<file path="config.mk">
export PLATFORM = sky130hd
export DESIGN_NAME = agen_pipe
export DESIGN_NICKNAME = d
export VERILOG_FILES = /design/src/rtl/agen_pipe.sv
export SDC_FILE = /design/constraint.sdc
export NUM_CORES = 1
export LEC_CHECK = 0
export ABC_AREA = 1
export CAP_MARGIN = 10
export CORE_MARGIN = 5
export CORE_UTILIZATION = 45
export CTS_CLUSTER_SIZE = 40
export DETAILED_ROUTE_END_ITERATION = 16
export PLACE_DENSITY = 0.76
export SETUP_SLACK_MARGIN = 0.05
export SLEW_MARGIN = 20
export SYNTH_ARGS = -nofsm -noshare
export SYNTH_HDL_FRONTEND = slang
export SYNTH_SLANG_ARGS = --single-unit
</file>
<file path="constraint.sdc">
create_clock -name clk -period 4 [get_ports clk]
set_clock_uncertainty 0.1 [all_clocks]
set_input_delay 0.8 -clock clk [delete_from_list [all_inputs] [get_ports clk]]
set_output_delay 0.8 -clock clk [all_outputs]
set_load 0.05 [all_outputs]
</file>
<file path="src/rtl/agen_pipe.sv">
// agen_pipe: pipelined address-generation unit for the load/store issue lane.
// Computes data1 + sign-extended immediate, decodes access size and flags, and
// forwards tags and store data toward the LSQ. Every stage applies branch-mask
// squash and verify-correct mask clearing each cycle.
//
// Handshake: a packet moves across an interface on a clock edge where valid
// and ready are both 1. in_ready_o never depends on in_valid_i. out_valid_o
// may drop while out_ready_i is low, but only because of a squash.
//
// Optional feature macro: AGEN_MISALIGN_TRAP_EN
//   defined   -> out_flags_o[0] reports misalignment, out_addr_o is the raw sum
//   undefined -> out_flags_o[0] = 0, out_addr_o low bits forced to alignment
module agen_pipe #(
  parameter int DATA_W   = 32,
  parameter int IMM_W    = 16,
  parameter int OPC_W    = 8,
  parameter int CKPT     = 4,
  parameter int CKPT_LOG = 2,
  parameter int META_W   = 24,
  parameter int STAGES   = 2
) (
  input  logic                clk,
  input  logic                reset,
  input  logic                in_valid_i,
  output logic                in_ready_o,
  input  logic [CKPT-1:0]     in_mask_i,
  input  logic [META_W-1:0]   in_meta_i,
  input  logic [OPC_W-1:0]    in_opcode_i,
  input  logic [IMM_W-1:0]    in_imm_i,
  input  logic [DATA_W-1:0]   in_data1_i,
  input  logic [DATA_W-1:0]   in_data2_i,
  input  logic                ctrlVerified_i,
  input  logic                ctrlMispredict_i,
  input  logic [CKPT_LOG-1:0] ctrlSMTid_i,
  output logic                out_valid_o,
  input  logic                out_ready_i,
  output logic [CKPT-1:0]     out_mask_o,
  output logic [META_W-1:0]   out_meta_o,
  output logic [DATA_W-1:0]   out_addr_o,
  output logic [DATA_W-1:0]   out_data_o,
  output logic [1:0]          out_size_o,
  output logic [2:0]          out_flags_o
);

  localparam int LAST = STAGES - 1;

  // Per-stage state; only the valid bits are reset, payload is don't-care.
  logic [STAGES-1:0] valid_q;
  logic [CKPT-1:0]   mask_q [STAGES];
  logic [META_W-1:0] meta_q [STAGES];
  logic [3:0]        opc_q  [STAGES];
  logic [DATA_W-1:0] addr_q [STAGES];
  logic [DATA_W-1:0] data_q [STAGES];

  // What each stage would capture if it loads this cycle.
  logic [STAGES-1:0] valid_d;
  logic [CKPT-1:0]   mask_d [STAGES];
  logic [META_W-1:0] meta_d [STAGES];
  logic [3:0]        opc_d  [STAGES];
  logic [DATA_W-1:0] addr_d [STAGES];
  logic [DATA_W-1:0] data_d [STAGES];

  logic              squash;
  logic [CKPT-1:0]   clr_mask;
  logic              in_kill;
  logic [DATA_W-1:0] sum;
  logic [STAGES-1:0] live;
  logic [STAGES-1:0] load;
  logic              room;
  logic              unused_opc;

  // Only size/unsigned/store bits of the opcode matter to this unit.
  assign unused_opc = ^in_opcode_i[OPC_W-1:4];

  assign squash   = ctrlVerified_i & ctrlMispredict_i;
  assign clr_mask = (ctrlVerified_i & ~ctrlMispredict_i) ? (CKPT'(1) << ctrlSMTid_i) : '0;
  assign in_kill  = squash & in_mask_i[ctrlSMTid_i];
  assign sum      = in_data1_i + {{(DATA_W-IMM_W){in_imm_i[IMM_W-1]}}, in_imm_i};

  // Squashed stages count as empty, so a stage may load whenever it or any
  // stage downstream of it is empty, or the output is being accepted.
  always_comb begin
    room = out_ready_i;
    live = '0;
    load = '0;
    for (int k = STAGES - 1; k >= 0; k--) begin
      live[k] = valid_q[k] & ~(squash & mask_q[k][ctrlSMTid_i]);
      room    = room | ~live[k];
      load[k] = room;
    end
  end

  // Source of each stage: the issue port for stage 0, the upstream stage otherwise.
  always_comb begin
    valid_d    = '0;
    valid_d[0] = in_valid_i & ~in_kill;
    mask_d[0]  = in_mask_i & ~clr_mask;
    meta_d[0]  = in_meta_i;
    opc_d[0]   = in_opcode_i[3:0];
    addr_d[0]  = sum;
    data_d[0]  = in_data2_i;
    for (int k = 1; k < STAGES; k++) begin
      valid_d[k] = live[k-1];
      mask_d[k]  = mask_q[k-1] & ~clr_mask;
      meta_d[k]  = meta_q[k-1];
      opc_d[k]   = opc_q[k-1];
      addr_d[k]  = addr_q[k-1];
      data_d[k]  = data_q[k-1];
    end
  end

  // Stage valid bits: load from upstream, otherwise hold (minus any squash).
  always_ff @(posedge clk or negedge reset) begin
    if (!reset) begin
      valid_q <= '0;
    end else begin
      for (int k = 0; k < STAGES; k++) begin
        valid_q[k] <= load[k] ? valid_d[k] : live[k];
      end
    end
  end

  // Stage payload: load from upstream, otherwise hold with verify clearing applied.
  always_ff @(posedge clk) begin
    for (int k = 0; k < STAGES; k++) begin
      if (load[k]) begin
        mask_q[k] <= mask_d[k];
        meta_q[k] <= meta_d[k];
        opc_q[k]  <= opc_d[k];
        addr_q[k] <= addr_d[k];
        data_q[k] <= data_d[k];
      end else begin
        mask_q[k] <= mask_q[k] & ~clr_mask;
      end
    end
  end

  logic [1:0] size_raw;
  logic       is_h;
  logic       is_w;

  assign size_raw = opc_q[LAST][1:0];
  assign is_h     = (size_raw == 2'b01);
  assign is_w     = size_raw[1];

  assign in_ready_o  = load[0];
  assign out_valid_o = live[LAST];
  assign out_mask_o  = mask_q[LAST] & ~clr_mask;
  assign out_meta_o  = meta_q[LAST];
  assign out_data_o  = data_q[LAST];
  // Reserved size 11 behaves as a word access.
  assign out_size_o  = is_w ? 2'b10 : size_raw;

`ifdef AGEN_MISALIGN_TRAP_EN
  logic misaligned;

  // Flag misalignment and pass the raw sum through.
  always_comb begin
    misaligned  = (is_h & addr_q[LAST][0]) | (is_w & (addr_q[LAST][1:0] != 2'b00));
    out_addr_o  = addr_q[LAST];
    out_flags_o = {opc_q[LAST][2], opc_q[LAST][3], misaligned};
  end
`else
  // No trap: silently align the address to the access size.
  always_comb begin
    out_addr_o = addr_q[LAST];
    if (is_w) begin
      out_addr_o[1:0] = 2'b00;
    end else if (is_h) begin
      out_addr_o[0] = 1'b0;
    end
    out_flags_o = {opc_q[LAST][2], opc_q[LAST][3], 1'b0};
  end
`endif

endmodule
</file>
=== Yosys cells after proc, flatten, opt, wreduce, memory -nomap -nowiden ===
Memories as Yosys holds them, arrays and structs flattened.
Cells that the tools add are included.

* Bits in registers: 2
* Bits in writable memories: 192
* Output and inout bits: 99
* Word-level logic and storage cells: 53
* Memories: 5

* Add/sub/neg operators: 1
* Magnitude comparators: 1
* Eq/ne operators: 1
* Shift-type cells: 1
* Multiplexer cells: 21
* Bitwise gates (word level): 22

{| class="wikitable"
|+ Memory list
! name !! words !! width !! rd ports !! clocked after memory_dff !! wr ports !! RTL line !! RTL
|-
| addr_q || 2 || 32 || 2 || 0 || 2 || 52 || <nowiki>logic [DATA_W-1:0] addr_q [STAGES];</nowiki>
|-
| data_q || 2 || 32 || 2 || 0 || 2 || 53 || <nowiki>logic [DATA_W-1:0] data_q [STAGES];</nowiki>
|-
| meta_q || 2 || 24 || 2 || 0 || 2 || 50 || <nowiki>logic [META_W-1:0] meta_q [STAGES];</nowiki>
|-
| mask_q || 2 || 4 || 2 || 0 || 2 || 49 || <nowiki>logic [CKPT-1:0] mask_q [STAGES];</nowiki>
|-
| opc_q || 2 || 4 || 2 || 0 || 2 || 51 || <nowiki>logic [3:0] opc_q [STAGES];</nowiki>
|}

{| class="wikitable"
|+ Operators by type and width
! cell !! count
|-
| $add A32 B32 Y32 || 1
|-
| $mux W1 || 14
|-
| $and A4 B4 Y4 || 3
|-
| $mux W4 || 3
|-
| $and A1 B1 Y1 || 8
|-
| $bmux W1 S2 || 3
|-
| $not A1 Y1 || 6
|-
| $not A4 Y4 || 1
|-
| $or A1 B1 Y1 || 4
|-
| $shl A1 B2 Y4 const A || 1
|-
| $lt A2 B3 Y1 const B || 1
|-
| $eq A2 B1 Y1 const B || 1
|-
| $mux W2 || 1
|}

=== Logic depth before layout (Yosys ltp) ===
Gate-level depths: netlist of run 1.
An unclocked memory read counts as a cell.

* Depth in word-level cells: 12
* Gate-level depth with buffers: 12

=== Least setup slack after synthesis of run 1 ===
OpenSTA, ideal clock, no wires.

* Path type: input to output
* From: input ctrlSMTid_i[1]
* To: output in_ready_o
* Data arrival time: 3174 ps
* Required time: 3100 ps
* Setup slack: -74 ps
* Stages on the path: 9
* Buffers on the path: 0
* Cells stage by stage: inv_2 -> nand2_1 -> nor2_2 -> nor2_2 -> nand2_1 -> nand2_2 -> nand3_4 -> nor2_8 -> inv_2

* Longest elaborated chain between the ends: 8

{| class="wikitable"
|+ RTL lines
! element !! RTL line !! RTL
|-
| start: declaration || 34 || <nowiki>input logic [CKPT_LOG-1:0] ctrlSMTid_i,</nowiki>
|-
| $bmux W1 S2 || 87 || <nowiki>live[k] = valid_q[k] & ~(squash & mask_q[k][ctrlSMTid_i]);</nowiki>
|-
| $mux W1 (implied by the code) || 87 ||
|-
| $and A1 B1 Y1 || 87 ||
|-
| $not A1 Y1 || 87 ||
|-
| $and A1 B1 Y1 || 87 ||
|-
| $not A1 Y1 || 88 || <nowiki>room = room | ~live[k];</nowiki>
|-
| $or A1 B1 Y1 || 88 ||
|-
| $or A1 B1 Y1 * || 88 ||
|-
| end: declaration || 25 || <nowiki>output logic in_ready_o,</nowiki>
|}

Mark *: on every way between the ends. The rest lies on a longest branch, timed or not. The select of a mux whose other input is x is not followed.

=== Worst setup path after layout of run 1 ===
* From: input ctrlSMTid_i[1]
* To: output out_valid_o

* Longest elaborated chain between the ends: 5

{| class="wikitable"
|+ RTL lines
! element !! RTL line !! RTL
|-
| $bmux W1 S2 || 87 ||
|-
| $mux W1 (implied by the code) || 87 ||
|-
| $and A1 B1 Y1 || 87 ||
|-
| $not A1 Y1 || 87 ||
|-
| $and A1 B1 Y1 || 87 ||
|-
| end: declaration || 35 || <nowiki>output logic out_valid_o,</nowiki>
|}

Every way passes these cells. The select of a mux whose other input is x is not followed.

==> metrics.md, run 1 <==
| Metric | Value |
|---|---|
| Gate power share | 25.8% |
| Starting Density | 45.2% |
| Resized Gates After CTS | 0 |
| Post-synth top area cell | edfxtp_1 |
| Seq pwr share | 45.5% |
| Hold path depth | 0 |
| Die ar. | 0.0222 mm2 |
| Slew @ Worst Pin | 0.666 ns |
| Number of synthesized flops with an enable pin | 184 |
| Slowest CP cell | clkdlybuf4s50_1 |
| Total I/O pin count | 223 |
| Top post-synthesis cells by area | edfxtp_1 (63%), nand2_1 (11%), inv_1 (5.6%), ha_1 (4.5%), buf_4 (2.9%) |
| Worst EP required | 3.10 ns |
| Final setup margin | 0.329 ns |
| Minimum clock period | 3.67 ns |
| Cell internal pwr | 4010 uW |
| Initial DRC Count | 368 |
| Number of cells on the worst reg-to-reg path | 7 |
| Post-route DRC | 0 |
| Wirelength, routed | 19,400 um |
| Final Cycle Share | 91.8% |
| Layout fillers | 1,597 |
| Cells after Synth | 811 |
| Pre-CTS WS | 0.341 ns |
| Most used cell along the critical path | nand2_1 |
| Setup TNS | 0 ns |
| RSZ-0062 raised after global routing | no |
| Worst-path clk slew | 0.08 ns |
| Final setup fails | 0 |
| Total grt overflow | 0 |
| Initial antenna violation count | 0 |
| Routed Antenna Nets | 0 |
| Placer Congestion | 0.936 |
| #FFs+latches synth | 194 |
| Clk_lat worst skew | 0.43 ns |
| Leak | 0.00512 uW |
| Startpoint types | input port |
| PortBufs | 217 |
| Worst-path cell chain | clkdlybuf4s50_1, inv_2, nand2_1, nor2_2, nor2_2, nand2_1, nand2_2, nand2_1, inv_1, clkdlybuf4s50_1 |
| Setup bufs post-CTS | 0 |
| CP endpoint kind | output pin |
| Ant. Diodes | 0 |
| Top cells by count, synth | nand2_1 (263), edfxtp_1 (184), inv_1 (129) |
| Warnings from Yosys | 0 |
| Synth Cell Area | 0.00871 mm2 |
| Die Ht | 149 um |
| Fmax | 272 MHz |
| Pin count of the biggest net entering global routing | 100 |
| Tot GR Track Use | 17.5% |
| Post-synth net total | 967 |
| HPWL after DPL | 15,000 um |
| Worst Hold Class | flip-flop to flip-flop |
| Final instance area | 0.0116 mm2 |
| Main synth FF type | edfxtp_1 |
| Nets | 1,171 |
| Cell variety after synth | 30 |
| Headroom to the max-slew limit | 55.5% |
| Vias in the first global route | 5,590 |
| Count leader, synth | nand2_1 |
| Clk pwr share | 28.7% |
| Sw Ratio | 32.2% |
| CTS max path bufs | 2 |
| Area share of the largest cell type after synthesis | 63.4% |
| Delay-heaviest family, CP | buffers and inverters |
| Max Cap Viol | 0 |
| CTS tree | built |
| First-pass GRT wire length | 29,700 um |
| Hold_buf cts | 0 |
| CP arrival | 2.77 ns |
| Avg Cell Area, Syn | 10.7 um2 |
| Area grow syn2layout | 33.4% |
| CORE AREA | 0.0193 mm2 |
| Layout cells sized above 1 | 4.57% |
| Async SR Flop Fraction | 1.03% |
| Avg WL per Cell | 15.0 um |
| Fin. Hold Viols | 0 |
| Clk sink count | 194 |
| Buf/Inv on CP | 4 |
| Row cnt | 51 |
| H-tree depth | 4 |
| Vias per cell | 4.62 |
| Register area share after synthesis | 65.8% |
| Via count | 5,969 |
| VDD IR-drop max | 201 uV |
| Pwr dens | 509 mW/mm2 |
| Placed instance area | 0.0110 mm2 |
| CP peak stage delay | 0.79 ns |
| Run status | completed |
| WP depth | 10 |
| CTS Buf Count | 17 |
| CTS root buf | clkbuf_16 |
| TritonRoute pass-1 iters | 5 |
| Die W | 149 um |
| Net Sw Power | 1900 uW |
| WS Path Type | input port to output pin |
| Final Power | 5910 uW |
| Max Slew Vio Count | 0 |
| Largest fanout on the critical path | 5 |
-- cells by family after synthesis --
family / share of synthesized area, %
AND/OR/NAND/NOR: 16.8
flip-flops: 65.8
buffers and inverters: 8.69
AO/OA/AOI/OAI: 2.33
adder cells (fa/ha/maj): 4.68
XOR/XNOR: 1.61
other: 0.0430
-- area by class of cell --
class / instances / area (um2) / share of cell area, %
tap: 265 / 332 / 2.85
clock inverter: 15 / 184 / 1.58
inverter: 133 / 504 / 4.34
multi-input combinational: 450 / 2220 / 19.1
sequential: 194 / 5740 / 49.3
clock buffer: 17 / 425 / 3.66
timing repair buffer: 219 / 2220 / 19.1
-- through the flow --
stage	hold WS [ns]	util (%)	std cells
2_1_floorplan	0.300	-	811
3_3_place_gp	0.301	57.2	1261
3_5_place_dp	0.305	57.2	1261
4_1_cts	0.318	60.3	1293
5_1_grt	0.321	60.3	1293
6_report	0.309	60.3	1293
-- power by group through the flow --
stage               logic, uW  clock network (uW)  registers (uW)
floorplan                 787                   0            2980
global placement         1530                   0            2720
detailed placement       1540                   0            2740
CTS                      1540                1740            2700
global route             1620                1830            2720
finish                   1530                1690            2690
-- layer usage --
metal  part of all wire (%)  vias to the layer above  track usage, %
met2                     48                      227            29.8
met3                    8.2                       14            4.53
li1                       -                     3014               -
met1                     43                     2714            22.2
met5                      0                        -               0
met4                    1.0                        0            4.71
-- sequential cells by signal (all words and copies together) (netlist names) --
| signal | count |
|---|---|
| addr_q | 64 |
| data_q | 64 |
| meta_q | 48 |
| mask_q | 8 |
| opc_q | 8 |
| valid_q | 2 |
-- path summary, 6_finish.rpt --
kind / from / endpoint / slack, ns
worst max-delay path: ctrlSMTid_i[1] / out_valid_o / 0.33
worst min-delay path: data_q[0][25] / data_q[0][57] / 0.31
worst max register to register: mask_q[0][3] / addr_q[0][15] / 2.02
worst min register to register: data_q[0][25] / data_q[0][57] / 0.31
max in group asynchronous: reset / valid_q[1] / 3.23
min in group asynchronous: reset / valid_q[0] / 0.43
-- cells in the final DEF (no fill, tap or decap), drive strengths merged, types with 2 or more instances in the layout --
cell,instances
ha,31
clkinv,5
nand4,5
dfrtp,2
clkdlybuf4s50,216
clkbuf,17
inv,141
o21bai,3
a21oi,21
edfxtp,184
buf,3
nand3,30
nand2,265
o21ai,10
dfxtp,8
nor2,58
nor3,5
xor2,15
No activity file was read; power rests on OpenSTA's default activity.
==> run 2: changes to the inputs <==
Settings changed: CAP_MARGIN 10 to 5.
==> results of run 2 <==
Final layout, timing and power as in run 1 (identical DEF).
==> run 3: changes to the inputs <==
Settings changed: ABC_AREA 1 to 0, CORE_UTILIZATION 45 to 43, PLACE_DENSITY 0.76 to 0.75.
==> run 3 against run 2 <==
Die area down 4.1%. Wire length is 10% lower. Count of clock-buffer cells in the layout up 1. Final cell count down 28%. Flip-flop and latch count did not move. Non-clock buffer count is 4 higher. Combinational power barely moved. Synthesized area shrank 8.7%. Design area down 7.4%. First-iteration DRC count fell by 13%.
==> metrics.md, run 3 <==
| Metric | Value |
|---|---|
| Run status | completed |
| Fin. Hold Viols | 0 (unchanged) |
| Post-synth top area cell | edfxtp_1 |
| Placer Congestion | 0.882 (-5.8%) |
| Die Ht | 146 um (-2.1%) |
| H-tree depth | 4 (unchanged) |
| Final Cycle Share | 94.6% (+2.9 points) |
| Largest fanout on the critical path | 6 (+1) |
| Minimum clock period | 3.79 ns (+0.115 ns) |
| CORE AREA | 0.0181 mm2 (-6.1%) |
| Worst EP required | 3.10 ns (about the same) |
| Top flop regs | addr_q x64, data_q x64, meta_q x48 |
| Area share of the largest cell type after synthesis | 69.4% (+6.0 points) |
| Final setup fails | 0 (unchanged) |
| Cell variety after synth | 61 (+100%) |
| Setup bufs post-CTS | 0 (unchanged) |
| #FFs+latches synth | 194 (unchanged) |
| Area grow syn2layout | 35.3% |
| PortBufs | 217 (unchanged) |
| VDD IR-drop max | 279 uV (+39%) |
| Hold_buf cts | 0 (unchanged) |
| HPWL after DPL | 12,900 um (-14%) |
| Resized Gates After CTS | 0 (unchanged) |
| Number of cells on the worst reg-to-reg path | 6 (-1) |
| Crit. Startpoint | ctrlSMTid_i[0] |
| Top post-synthesis cells by area | edfxtp_1 (69%), ha_1 (4.9%), buf_4 (3.2%), a21oi_1 (2.1%), dfxtp_1 (2.0%) |
| Worst reg2reg path startpoint | mask_q[1][3] |
| Routed Antenna Nets | 0 (unchanged) |
| Ant. Diodes | 0 (unchanged) |
| Leak | 0.00404 uW (-21%) |
| Synth Cell Area | 0.00796 mm2 (-8.7%) |
| Most frequent cells in the layout | clkdlybuf4s50_1 (215), edfxtp_1 (184), nand2_1 (34), a21oi_1 (34), ha_1 (31) |
| Initial antenna violation count | 1 (+1) |
| Avg WL per Cell | 18.6 um (+24%) |
| CTS max path bufs | 2 (unchanged) |
| Worst Hold Class | flip-flop to flip-flop |
| Cell internal pwr | 4070 uW (+1.5%) |
| Warnings from Yosys | 0 (unchanged) |
| Initial DRC Count | 319 (-13%) |
| Pre-CTS WS | 0.0457 ns (-0.296 ns) |
| CTS root buf | clkbuf_16 |
| Async SR Flop Fraction | 1.03% (unchanged) |
| DP Cell Count | 906 (-28%) |
| Layout cells sized above 1 | 8.63% (+4.1 points) |
| Row cnt | 49 (-3.9%) |
| CTS Buf Count | 17 (unchanged) |
| WS Path Type | input port to output pin |
| Main synth FF type | edfxtp_1 |
| Startpoint types | input port |
| CP arrival | 2.89 ns (+0.12 ns) |
| RR Endpoint | data_q[0][12] |
| Sw Ratio | 30.4% (-1.8 points) |
| Headroom to the max-slew limit | 50.3% (-5.2 points) |
| Count leader, synth | edfxtp_1 |
| Clk sink count | 194 (unchanged) |
| TritonRoute pass-1 iters | 4 (-1) |
| Max Used Layer | met5 |
| Post-route DRC | 0 (unchanged) |
| Die ar. | 0.0213 mm2 (-4.1%) |
| Final Power | 5850 uW (-1.1%) |
| Post-synth net total | 647 (-33%) |
| Commonest non-fill, non-tap cell in the layout | clkdlybuf4s50_1 |
| Number of synthesized flops with an enable pin | 184 (unchanged) |
| Nets | 852 (-27%) |
| Net Sw Power | 1780 uW (-6.5%) |
| CTS tree | built |
| Vias per cell | 5.07 (+9.8%) |
| Total I/O pin count | 223 (unchanged) |
| Cells after Synth | 491 (-39%) |
| Die W | 146 um (-2.1%) |
| Slew @ Worst Pin | 0.745 ns (+0.0794 ns) |
| RSZ-0062 raised after global routing | no |
| Total grt overflow | 0 (unchanged) |
| Routed met2 length | 8350 um (-9.9%) |
| Clk_lat worst skew | 0.42 ns (about the same) |
| Fin cells | 936 (-28%) |
| Max Slew Vio Count | 0 (unchanged) |
| Gate power share | 25.8% (about the same) |
| Setup slack, reg-to-reg | 1.24 ns (-0.78 ns) |
| Worst-path clk slew | 0.07 ns (about the same) |
| Wirelength, routed | 17,400 um (-10%) |
| Avg Cell Area, Syn | 16.2 um2 (+51%) |
| Top cells by count, synth | edfxtp_1 (184), a21oi_1 (34), buf_4 (34), nand2_1 (34), ha_1 (31) |
| Register area share after synthesis | 72.1% (+6.3 points) |
| Fmax | 264 MHz (-3.0%) |
| Seq pwr share | 46.5% (+1.0 points) |
| Via count | 4,744 (-21%) |
| Tot GR Track Use | 16.3% (-1.2 points) |
| CP endpoint kind | output pin |
| Clk pwr share | 27.8% (-0.9 points) |
| Wl on met1 | 6920 um (-17%) |
| First-pass GRT wire length | 27,100 um (-8.8%) |
| Vias in the first global route | 4,823 (-14%) |
| Met3 WL | 1700 um (+6.8%) |
| Starting Density | 44.0% (-1.2 points) |
| Critical Path Sink | out_mask_o[1] |
| Max Cap Viol | 0 (unchanged) |
| Pin count of the biggest net entering global routing | 96 (-4.0%) |
| Pwr dens | 543 mW/mm2 (+6.8%) |
| Final setup margin | 0.214 ns (-0.115 ns) |
-- run 3: metrics by stage --
stage | setup TNS [ns] | cell area, um2 | hold WS (ns) | util, %
2_1_floorplan | -0.172 | 7990 | 0.300 | -
6_report | 0 | 10800 | 0.316 | 59.5
3_3_place_gp | 0 | 10200 | 0.301 | 56.4
3_5_place_dp | 0 | 10200 | 0.305 | 56.4
5_1_grt | 0 | 10800 | 0.322 | 59.5
4_1_cts | 0 | 10800 | 0.317 | 59.5
-- run 3: worst min path at each step --
stage,startpoint,to,slack (ns),cells after the start
after floorplan,addr_q[0][0],addr_q[0][32],0.30,0
after global placement,opc_q[0][3],opc_q[0][7],0.30,0
after detailed placement,addr_q[0][7],addr_q[0][39],0.30,0
after CTS,data_q[0][22],data_q[0][54],0.32,0
after global routing,meta_q[0][16],meta_q[0][40],0.32,0
final,meta_q[0][13],meta_q[0][37],0.32,0
-- run 3: worst max-delay path, stage by stage --
cell             delay [ns]
clkdlybuf4s50_1        0.61
buf_4                  0.17
nor4bb_1               0.45
nor2b_1                0.12
clkdlybuf4s50_1        0.72
-- run 3: final cells by class --
type	count	area (um2)
clock buffer	18	429
fill	1313	7320
clock inverter	12	134
tap	229	287
inverter	6	26.3
multi-input combinational	254	1920
sequential	194	5740
timing repair buffer	223	2240
-- run 3: power groups by stage --
stage          logic (uW)  registers (uW)  clock network (uW)
2_1_floorplan         782            3010                   0
3_3_place_gp         1490            2750                   0
3_5_place_dp         1510            2760                   0
4_1_cts              1520            2720                1670
5_1_grt              1570            2750                1750
6_report             1510            2720                1620
-- run 3: cells by family after synthesis --
logic type	share of synthesized area, %
adder cells (fa/ha/maj)	5.13
AND/OR/NAND/NOR	6.21
flip-flops	72.1
AO/OA/AOI/OAI	7.99
XOR/XNOR	3.19
buffers and inverters	4.01
other	0.0471
multiplexers	1.35
-- run 3: layer usage --
layer	global-route usage [%]	vias up
met5	0	-
met4	6.21	2
met3	5.95	33
met2	26.8	216
met1	19.7	2232
li1	-	2261
